===== src/rtl/if0_pc_queue_if.sv =====
// IF0 handshake bundle: redirect/flush control, icache request, BPU lookup and the PC-queue output.
// master = the IF0 PC queue, slave = the surrounding pipeline/icache/BPU.
interface if0_pc_queue_if #(
  parameter int FETCH_WIDTH = 2,
  parameter int QDEPTH      = 4
);
  logic                          redirect_valid;
  logic [31:0]                   redirect_pc;
  logic                          flush;
  logic                          req_valid;
  logic [31:0]                   req_addr;
  logic                          req_uncached;
  logic                          addr_ok;
  logic [31:0]                   bpu_pc;
  logic [FETCH_WIDTH-1:0]        bpu_taken;
  logic [FETCH_WIDTH-1:0]        bpu_slot_valid;
  logic [31:0]                   bpu_next_pc;
  logic                          out_valid;
  logic                          out_ready;
  logic [32+2*FETCH_WIDTH-1:0]   out_bus;
  logic [$clog2(QDEPTH):0]       q_count;
  logic [31:0]                   stall_cnt;

  modport master (
    input  redirect_valid, redirect_pc, flush, addr_ok,
    input  bpu_taken, bpu_slot_valid, bpu_next_pc, out_ready,
    output req_valid, req_addr, req_uncached, bpu_pc,
    output out_valid, out_bus, q_count, stall_cnt
  );

  modport slave (
    output redirect_valid, redirect_pc, flush, addr_ok,
    output bpu_taken, bpu_slot_valid, bpu_next_pc, out_ready,
    input  req_valid, req_addr, req_uncached, bpu_pc,
    input  out_valid, out_bus, q_count, stall_cnt
  );
endinterface


===== src/rtl/if0_pc_queue.sv =====
// IF0 fetch-PC generator with a small FIFO of {slot_valid, taken, pc} entries feeding IF1.
// Optional full-stall performance counter enabled by defining IF0_PERF_CNT_EN.
module if0_pc_queue #(
  parameter logic [31:0] RESET_PC    = 32'h1c000000,
  parameter int          FETCH_WIDTH = 2,
  parameter int          QDEPTH      = 4
) (
  input  logic           clk,
  input  logic           rst,
  if0_pc_queue_if.master bus
);
  localparam int AW = $clog2(QDEPTH);
  localparam int CW = AW + 1;
  localparam int EW = 32 + 2 * FETCH_WIDTH;
  localparam logic [CW-1:0] FULL_CNT = CW'(QDEPTH);

  logic [31:0]   pc_r;
  logic [EW-1:0] mem_r [QDEPTH];
  logic [AW-1:0] wr_ptr_r;
  logic [AW-1:0] rd_ptr_r;
  logic [CW-1:0] count_r;

  logic          full_s;
  logic          empty_s;
  logic          req_valid_s;
  logic          push_s;
  logic          pop_s;
  logic [EW-1:0] entry_s;

  // Handshake decode; redirect and flush squash both queue operations.
  always_comb begin
    full_s      = 1'b0;
    empty_s     = 1'b1;
    req_valid_s = 1'b0;
    push_s      = 1'b0;
    pop_s       = 1'b0;
    entry_s     = {bus.bpu_slot_valid, bus.bpu_taken, pc_r};
    if (count_r == FULL_CNT) begin
      full_s = 1'b1;
    end else begin
      full_s = 1'b0;
    end
    if (count_r == {CW{1'b0}}) begin
      empty_s = 1'b1;
    end else begin
      empty_s = 1'b0;
    end
    if (!rst && !full_s && !bus.redirect_valid) begin
      req_valid_s = 1'b1;
    end else begin
      req_valid_s = 1'b0;
    end
    if (req_valid_s && bus.addr_ok && !bus.flush) begin
      push_s = 1'b1;
    end else begin
      push_s = 1'b0;
    end
    if (!rst && !empty_s && bus.out_ready && !bus.redirect_valid && !bus.flush) begin
      pop_s = 1'b1;
    end else begin
      pop_s = 1'b0;
    end
  end

  // PC, pointers and occupancy; reset > redirect > flush > normal advance.
  always_ff @(posedge clk) begin
    if (rst) begin
      pc_r     <= RESET_PC;
      wr_ptr_r <= {AW{1'b0}};
      rd_ptr_r <= {AW{1'b0}};
      count_r  <= {CW{1'b0}};
    end else if (bus.redirect_valid) begin
      pc_r     <= bus.redirect_pc;
      wr_ptr_r <= {AW{1'b0}};
      rd_ptr_r <= {AW{1'b0}};
      count_r  <= {CW{1'b0}};
    end else if (bus.flush) begin
      wr_ptr_r <= {AW{1'b0}};
      rd_ptr_r <= {AW{1'b0}};
      count_r  <= {CW{1'b0}};
    end else begin
      if (push_s) begin
        pc_r     <= bus.bpu_next_pc;
        wr_ptr_r <= wr_ptr_r + AW'(1);
      end
      if (pop_s) begin
        rd_ptr_r <= rd_ptr_r + AW'(1);
      end
      case ({push_s, pop_s})
        2'b10:   count_r <= count_r + CW'(1);
        2'b01:   count_r <= count_r - CW'(1);
        default: count_r <= count_r;
      endcase
    end
  end

  // Entry storage; contents of empty slots are don't-care, so no reset is needed.
  always_ff @(posedge clk) begin
    if (push_s) begin
      mem_r[wr_ptr_r] <= entry_s;
    end
  end

`ifdef IF0_PERF_CNT_EN
  logic [31:0] stall_cnt_r;

  // Saturating count of cycles the queue sits full with no redirect/flush pending.
  always_ff @(posedge clk) begin
    if (rst) begin
      stall_cnt_r <= 32'h0;
    end else if (full_s && !bus.redirect_valid && !bus.flush &&
                 (stall_cnt_r != 32'hFFFFFFFF)) begin
      stall_cnt_r <= stall_cnt_r + 32'd1;
    end
  end

  assign bus.stall_cnt = stall_cnt_r;
`else
  assign bus.stall_cnt = 32'h0;
`endif

  assign bus.req_valid    = req_valid_s;
  assign bus.req_addr     = pc_r;
  assign bus.req_uncached = 1'b0;
  assign bus.bpu_pc       = pc_r;
  assign bus.out_valid    = !empty_s;
  assign bus.out_bus      = mem_r[rd_ptr_r];
  assign bus.q_count      = count_r;

endmodule


===== src/flat_wrapper.sv =====
// flat-port wrapper written by rule: the top's interface ports become plain ports
module if0_pc_queue_flat 
#(
  parameter logic [31:0] RESET_PC    = 32'h1c000000,
  parameter int          FETCH_WIDTH = 2,
  parameter int          QDEPTH      = 4
)
  (clk, rst, bus_redirect_valid, bus_redirect_pc, bus_flush, bus_addr_ok, bus_bpu_taken, bus_bpu_slot_valid, bus_bpu_next_pc, bus_out_ready, bus_req_valid, bus_req_addr, bus_req_uncached, bus_bpu_pc, bus_out_valid, bus_out_bus, bus_q_count, bus_stall_cnt);
  if0_pc_queue_if #(.FETCH_WIDTH(FETCH_WIDTH), .QDEPTH(QDEPTH)) bus_i ();
  input  logic clk;
  input  logic rst;
  input wire logic [$bits(bus_i.redirect_valid)-1:0] bus_redirect_valid;
  input wire logic [$bits(bus_i.redirect_pc)-1:0] bus_redirect_pc;
  input wire logic [$bits(bus_i.flush)-1:0] bus_flush;
  input wire logic [$bits(bus_i.addr_ok)-1:0] bus_addr_ok;
  input wire logic [$bits(bus_i.bpu_taken)-1:0] bus_bpu_taken;
  input wire logic [$bits(bus_i.bpu_slot_valid)-1:0] bus_bpu_slot_valid;
  input wire logic [$bits(bus_i.bpu_next_pc)-1:0] bus_bpu_next_pc;
  input wire logic [$bits(bus_i.out_ready)-1:0] bus_out_ready;
  output wire logic [$bits(bus_i.req_valid)-1:0] bus_req_valid;
  output wire logic [$bits(bus_i.req_addr)-1:0] bus_req_addr;
  output wire logic [$bits(bus_i.req_uncached)-1:0] bus_req_uncached;
  output wire logic [$bits(bus_i.bpu_pc)-1:0] bus_bpu_pc;
  output wire logic [$bits(bus_i.out_valid)-1:0] bus_out_valid;
  output wire logic [$bits(bus_i.out_bus)-1:0] bus_out_bus;
  output wire logic [$bits(bus_i.q_count)-1:0] bus_q_count;
  output wire logic [$bits(bus_i.stall_cnt)-1:0] bus_stall_cnt;
  assign bus_i.redirect_valid = bus_redirect_valid;
  assign bus_i.redirect_pc = bus_redirect_pc;
  assign bus_i.flush = bus_flush;
  assign bus_i.addr_ok = bus_addr_ok;
  assign bus_i.bpu_taken = bus_bpu_taken;
  assign bus_i.bpu_slot_valid = bus_bpu_slot_valid;
  assign bus_i.bpu_next_pc = bus_bpu_next_pc;
  assign bus_i.out_ready = bus_out_ready;
  assign bus_req_valid = bus_i.req_valid;
  assign bus_req_addr = bus_i.req_addr;
  assign bus_req_uncached = bus_i.req_uncached;
  assign bus_bpu_pc = bus_i.bpu_pc;
  assign bus_out_valid = bus_i.out_valid;
  assign bus_out_bus = bus_i.out_bus;
  assign bus_q_count = bus_i.q_count;
  assign bus_stall_cnt = bus_i.stall_cnt;
  if0_pc_queue #(.RESET_PC(RESET_PC), .FETCH_WIDTH(FETCH_WIDTH), .QDEPTH(QDEPTH)) u_core (.clk(clk), .rst(rst), .bus(bus_i));
endmodule

===== config.mk =====
export PLATFORM = sky130hd
export DESIGN_NAME = if0_pc_queue_flat
export DESIGN_NICKNAME = d
export VERILOG_FILES = /design/src/rtl/if0_pc_queue_if.sv /design/src/rtl/if0_pc_queue.sv /design/src/flat_wrapper.sv
export SDC_FILE = /design/constraint.sdc
export NUM_CORES = 1
export LEC_CHECK = 0
export BUFFER_PORTS_ARGS = -buffer_cell sky130_fd_sc_hd__buf_2
export CAP_MARGIN = 5
export CORE_ASPECT_RATIO = 0.6
export CORE_MARGIN = 5
export CORE_UTILIZATION = 57
export DETAILED_ROUTE_END_ITERATION = 12
export PLACE_DENSITY = 0.86
export SYNTH_ARGS = -nofsm -noshare
export SYNTH_HDL_FRONTEND = slang
export SYNTH_SLANG_ARGS = --single-unit

===== constraint.sdc =====
create_clock -name clk -period 6.25 [get_ports clk]
set_input_delay 0 -clock clk [delete_from_list [all_inputs] [get_ports clk]]
set_output_delay 0 -clock clk [all_outputs]
set_load 0.01 [all_outputs]

== Yosys cells after proc, flatten, opt, wreduce, memory -nomap -nowiden ==
Memory sizes are Yosys's and may differ from the RTL's. A register that Yosys moved wholly into a read port is not among the register bits.
Index checks and enable logic that the tools add are counted.

* Flip-flop bits (word level): 39
* Memory bits (writable): 144
* Bits of input ports: 74
* Output and inout bits: 138
* Logic and storage cells: 44
* Memories kept: 1

* Add/sub/neg operators: 4
* Eq/ne operators: 4
* Multiplexer cells: 13
* Reductions and logical operators: 18

{| class="wikitable"
|+ Memories
! memory !! depth !! width !! rd ports !! clocked after Yosys merged registers in !! write ports !! line !! source
|-
| u_core.mem_r || 4 || 36 || 1 || 1 || 1 || if0_pc_queue.sv:18 || <nowiki>logic [EW-1:0] mem_r [QDEPTH];</nowiki>
|}

{| class="wikitable"
|+ Operators with widths
! cell !! count
|-
| $mux 32 || 3
|-
| $logic_and 1x1->1 || 8
|-
| $mux 1 || 7
|-
| $pmux 3 s2 || 1
|-
| $logic_not 1->1 || 5
|-
| $add 2x1->2 const B || 2
|-
| $mux 2 || 2
|-
| $reduce_bool 2->1 || 2
|-
| $add 3x1->3 const B || 1
|-
| $eq 3x3->1 const B || 1
|-
| $logic_not 3->1 || 1
|-
| $reduce_or 3->1 || 1
|-
| $sub 3x1->3 const B || 1
|-
| $eq 2x1->1 const B || 1
|-
| $eq 2x2->1 const B || 1
|-
| $ne 2x2->1 const B || 1
|-
| $reduce_and 2->1 || 1
|}

== Logic depth before layout (Yosys ltp) ==
* Depth in word-level cells: 12
* Depth in mapped cells: 10
* Gate-level depth less buffers: 9

== Least setup slack after synthesis ==
Ideal clock, no wire load.

* Kind: flip-flop to flip-flop
* Start: register u_core.count_r[2], in the netlist u_core.bus.q_count[2]
* End: register u_core.count_r[2], in the netlist u_core.bus.q_count[2]
* Library setup time: 0.070 ns
* Arrival: 2.392 ns
* Data required time: 6.180 ns
* Slack: 3.788 ns
* Cell stages (with the launch flop): 10
* Path buffers: 0
* Clock period less this slack: 2.462 ns
* Path through: dfxtp_1 or3b_4 and2_2 nand2_1 ha_1 inv_1 fa_1 xor2_1 or3_2 a21oi_1

* Word-level cells in the longest chain between the ends: 11
* Elaborated cells on any way between the ends: 23
* Classes of those cells: add/sub: 2; eq/ne: 3; mux: 6; reduce/logical: 12

{| class="wikitable"
|+ Ends and longest elaborated chain
! item !! line !! source
|-
| start, declared || if0_pc_queue.sv:21 || <nowiki>logic [CW-1:0] count_r;</nowiki>
|-
| start signal, assigned || if0_pc_queue.sv:71 || <nowiki>count_r <= {CW{1'b0}};</nowiki>
|-
| start signal, assigned || if0_pc_queue.sv:76 || <nowiki>count_r <= {CW{1'b0}};</nowiki>
|-
| start signal, assigned || if0_pc_queue.sv:80 || <nowiki>count_r <= {CW{1'b0}};</nowiki>
|-
| $eq 3x3->1 || if0_pc_queue.sv:38 || <nowiki>if (count_r == FULL_CNT) begin</nowiki>
|-
| $mux 1 || if0_pc_queue.sv:38 ||
|-
| $logic_not 1->1 || if0_pc_queue.sv:48 || <nowiki>if (!rst && !full_s && !bus.redirect_valid) begin</nowiki>
|-
| $logic_and 1x1->1 (2 in series) || if0_pc_queue.sv:48 ||
|-
| $mux 1 || if0_pc_queue.sv:48 ||
|-
| $logic_and 1x1->1 (2 in series) || if0_pc_queue.sv:53 || <nowiki>if (req_valid_s && bus.addr_ok && !bus.flush) begin</nowiki>
|-
| $mux 1 || if0_pc_queue.sv:53 ||
|-
| $eq 2x1->1 / $eq 2x2->1 (equally long branches) || if0_pc_queue.sv:89 || <nowiki>case ({push_s, pop_s})</nowiki>
|-
| $pmux 3 s2 / $reduce_bool 2->1 (equally long branches) || -- ||
|}

Parallel ways exist; a longest one is shown, timed or not.
A chain may end at the register's enable or synchronous reset.

== Final worst setup path ==
Same ends and word-level chain as after synthesis.

==> results.sh <==
export IMPL_status="complete, no violations"
export IMPL_dp_hpwl_um=10400
export IMPL_sequential_cell_area_sq_um=5150
export IMPL_setup_viol=0
export IMPL_grtUsageMet3=0.0638
export IMPL_clock_skew_ns=0.0112
export IMPL_grt_ovfl_total=0
export IMPL_cts_buffers=17
export IMPL_dieWidth_um=162
export IMPL_synth_top_area_frac=0.548
export IMPL_syn_avg_cell_area_sq_um=16.3
export IMPL_gr_usage_all_layers=0.211
export IMPL_hold_violations=0
export IMPL_met1_usage=0.271
export IMPL_die_area_sq_um=16400
export IMPL_leakage_nw=3.82
export IMPL_rsz0062_at_grt="false"
export IMPL_crit_path_max_fanout=7
export IMPL_syn_inst=484
export IMPL_pwr_density_cell_nw_per_um2=275
export IMPL_yosys_warnings=0
export IMPL_die_h_um=101
export IMPL_multi_input_area_sq_um=2240
export IMPL_worstSetupEndpointType="register"
export IMPL_pre_cts_slack_ns=3.41
export IMPL_fmax_mhz=364
export IMPL_start_util=0.579
export IMPL_drt_first_pass_iters=5
export IMPL_ys_ff_latch=185
export IMPL_core_area_sq_um=13600
export IMPL_synth_largest_area_cell="edfxtp_1"
export IMPL_cts_tree="yes"
export IMPL_finalPower_mw=2.68
export IMPL_final_nets=767
export IMPL_grt_pass1_wl_um=26100
export IMPL_ys_seq_area_frac=0.652
export IMPL_synthArstFlopShare=0
export IMPL_crit_required_ns=6.59
export IMPL_fin_util=0.716
export IMPL_cts_max_level=4
export IMPL_synth_area_leaders="edfxtp_1 55%, dfxtp_1 10%, mux4_2 10%"
export IMPL_drc=0
export IMPL_via_per_inst=5.27
export IMPL_critPathKind="register to register"
export IMPL_clk_latency_ns=0.42
export IMPL_maxCapViolations=0
export IMPL_synth_cell_types=34
export IMPL_wire_per_inst_um=19.5
export IMPL_clock_path_buffers=2
export IMPL_drive_above_1_share=0.409
export IMPL_io_buffers=178
export IMPL_n_antenna_cell=0
export IMPL_setup_slack_ns=3.50
export IMPL_grtUsageMet2=0.361
export IMPL_holdWs_ns=0.0130
export IMPL_whs_path_depth=4
export IMPL_drtAntennaViolNets=0
export IMPL_synth_edf_count=144
export IMPL_ir_drop_v=0.000186
export IMPL_cts_root_buf="clkbuf_16"
export IMPL_antenna_found_initial=0
export IMPL_ios=212
export IMPL_timing_setup_tns_ns=0
export IMPL_post_cts_setup_buffers=0
export IMPL_gp_congestion=0.731
export IMPL_clock_sinks=185
export IMPL_clkTransAtPathRegs_ns=0.07
export IMPL_synth_area_sq_um=7890
export IMPL_slew_headroom=0.185
export IMPL_hold_path_class="primary input to register"
export IMPL_top_usage_layer="met2"
export IMPL_start_kind="register"
export IMPL_reg2reg_depth=9
export IMPL_area_growth_pct=23.7
export IMPL_synth_ff_type="edfxtp_1"
export IMPL_drt_initial_drc_count=280
export IMPL_fin_crit_sh=0.440
export IMPL_vias=4611
export IMPL_n_fill_cell=855
export IMPL_maxSlewViolCount=0
export IMPL_post_route_min_period_ns=2.75
export IMPL_crit_arrival_ns=3.09
export IMPL_finalWirelength_um=17000
export IMPL_rows=33
export IMPL_grt_max_degree=68
export IMPL_tightest_slew_ns=1.22
export IMPL_grt_pass1_vias=4798
==> routing by layer <==
layer	share of wire	up-vias
li1	-	2106
met1	0.41	2298
met2	0.51	195
met3	0.074	12
met4	0.0068	0
met5	0	-
==> where the power goes <==
part           leakage [nW]  internal, mW  switching (mW)
logic                  1.89         0.111           0.102
clock network         0.281         0.631           0.450
registers              1.65          1.35          0.0311
==> cells in the mapped netlist (2+ instances only) <==
library cell  count
a21oi_1           3
dfxtp_1          41
o31ai_1           2
and3_1            4
buf_2             8
mux4_2           36
buf_6             3
a211oi_1          3
mux2_2           28
or3_2             2
nor2_1           39
ha_1              5
inv_1             6
xor2_1            4
mux2i_1          32
edfxtp_1        144
buf_4            65
nor2b_1          32
clkbuf_1         12
==> path summary, 6_finish.rpt <==
path	from	end	slack (ns)
max	u_core.bus.q_count[2]$_SDFFE_PP0P_	u_core.bus.q_count[2]$_SDFFE_PP0P_	3.50
min reg2reg	u_core.bus.bpu_pc[24]$_SDFFE_PP0P_	u_core.mem_r[2][24]$_DFFE_PP_	0.53
min	bus_bpu_next_pc[4]	u_core.bus.bpu_pc[4]$_SDFFE_PP0P_	0.01
max reg2reg	u_core.bus.q_count[2]$_SDFFE_PP0P_	u_core.bus.q_count[2]$_SDFFE_PP0P_	3.50
==> sequential cells by signal, indices dropped and copies added, names as in the netlist, named ones only <==
register and cells:
u_core.mem_r 144, u_core.bus.bpu_pc 32, u_core.bus.q_count 3, u_core.rd_ptr_r 2
u_core.wr_ptr_r 2
==> worst max-delay path, stage by stage, from the launching register on <==
cell and delay (ns):
dfxtp_1 0.44, or3b_4 0.46, and2_2 0.25, nand2_1 0.08, ha_1 0.20, inv_1 0.06
fa_1 0.39, xor2_1 0.18, or3_2 0.43, a21oi_1 0.18
==> area by class of cell <==
type / count / share of cell area
clock buffer: 18 / 0.0440
timing repair buffer: 240 / 0.156
inverter: 6 / 0.00231
multi-input combinational: 237 / 0.230
sequential: 185 / 0.528
clock inverter: 14 / 0.0177
tap: 175 / 0.0224
==> layout by cell type, fill, tap and decap left out, types with 2 or more instances in the layout <==
master,n
or3_2,2
buf_2,178
edfxtp_1,144
o31ai_1,2
clkinvlp_4,4
dfxtp_1,39
a211oi_1,3
dlygate4sd3_1,60
mux2_2,28
inv_1,6
ha_1,5
xor2_1,4
and3_2,4
nor2_1,39
mux2i_1,32
bufinv_16,3
conb_1,33
mux4_2,36
inv_6,2
a21oi_1,3
dfxtp_2,2
nor2b_1,32
clkinv_4,3
clkbuf_16,17
==> cells by family (layout without fill, tap and decap cells) <==
kind of cell	count (synthesis)	after routing	synth area share
flip-flops	185	185	0.652
multiplexers	97	97	0.185
buffers and inverters	94	278	0.0798
AND/OR/NAND/NOR	85	85	0.0557
AO/OA/AOI/OAI	12	12	0.0122
adder cells (fa/ha/maj)	6	6	0.0105
XOR/XNOR	4	4	0.00444
other	1	33	0.000475
==> per-stage QoR <==
stage | cell area (sq um) | instances
2_1_floorplan | 8010 | 516
3_3_place_gp | 8530 | 782
3_5_place_dp | 8530 | 782
4_1_cts | 9720 | 873
5_1_grt | 9760 | 875
6_report | 9760 | 875
==> repair_timing <==
item                                    4_1_cts  5_1_grt
resized for setup                             0        0
endpoints found under the hold margin        47        1
endpoints found under the setup margin        0        0
hold buffers                                 59        1
No activity file was read; power rests on OpenSTA's default activity.
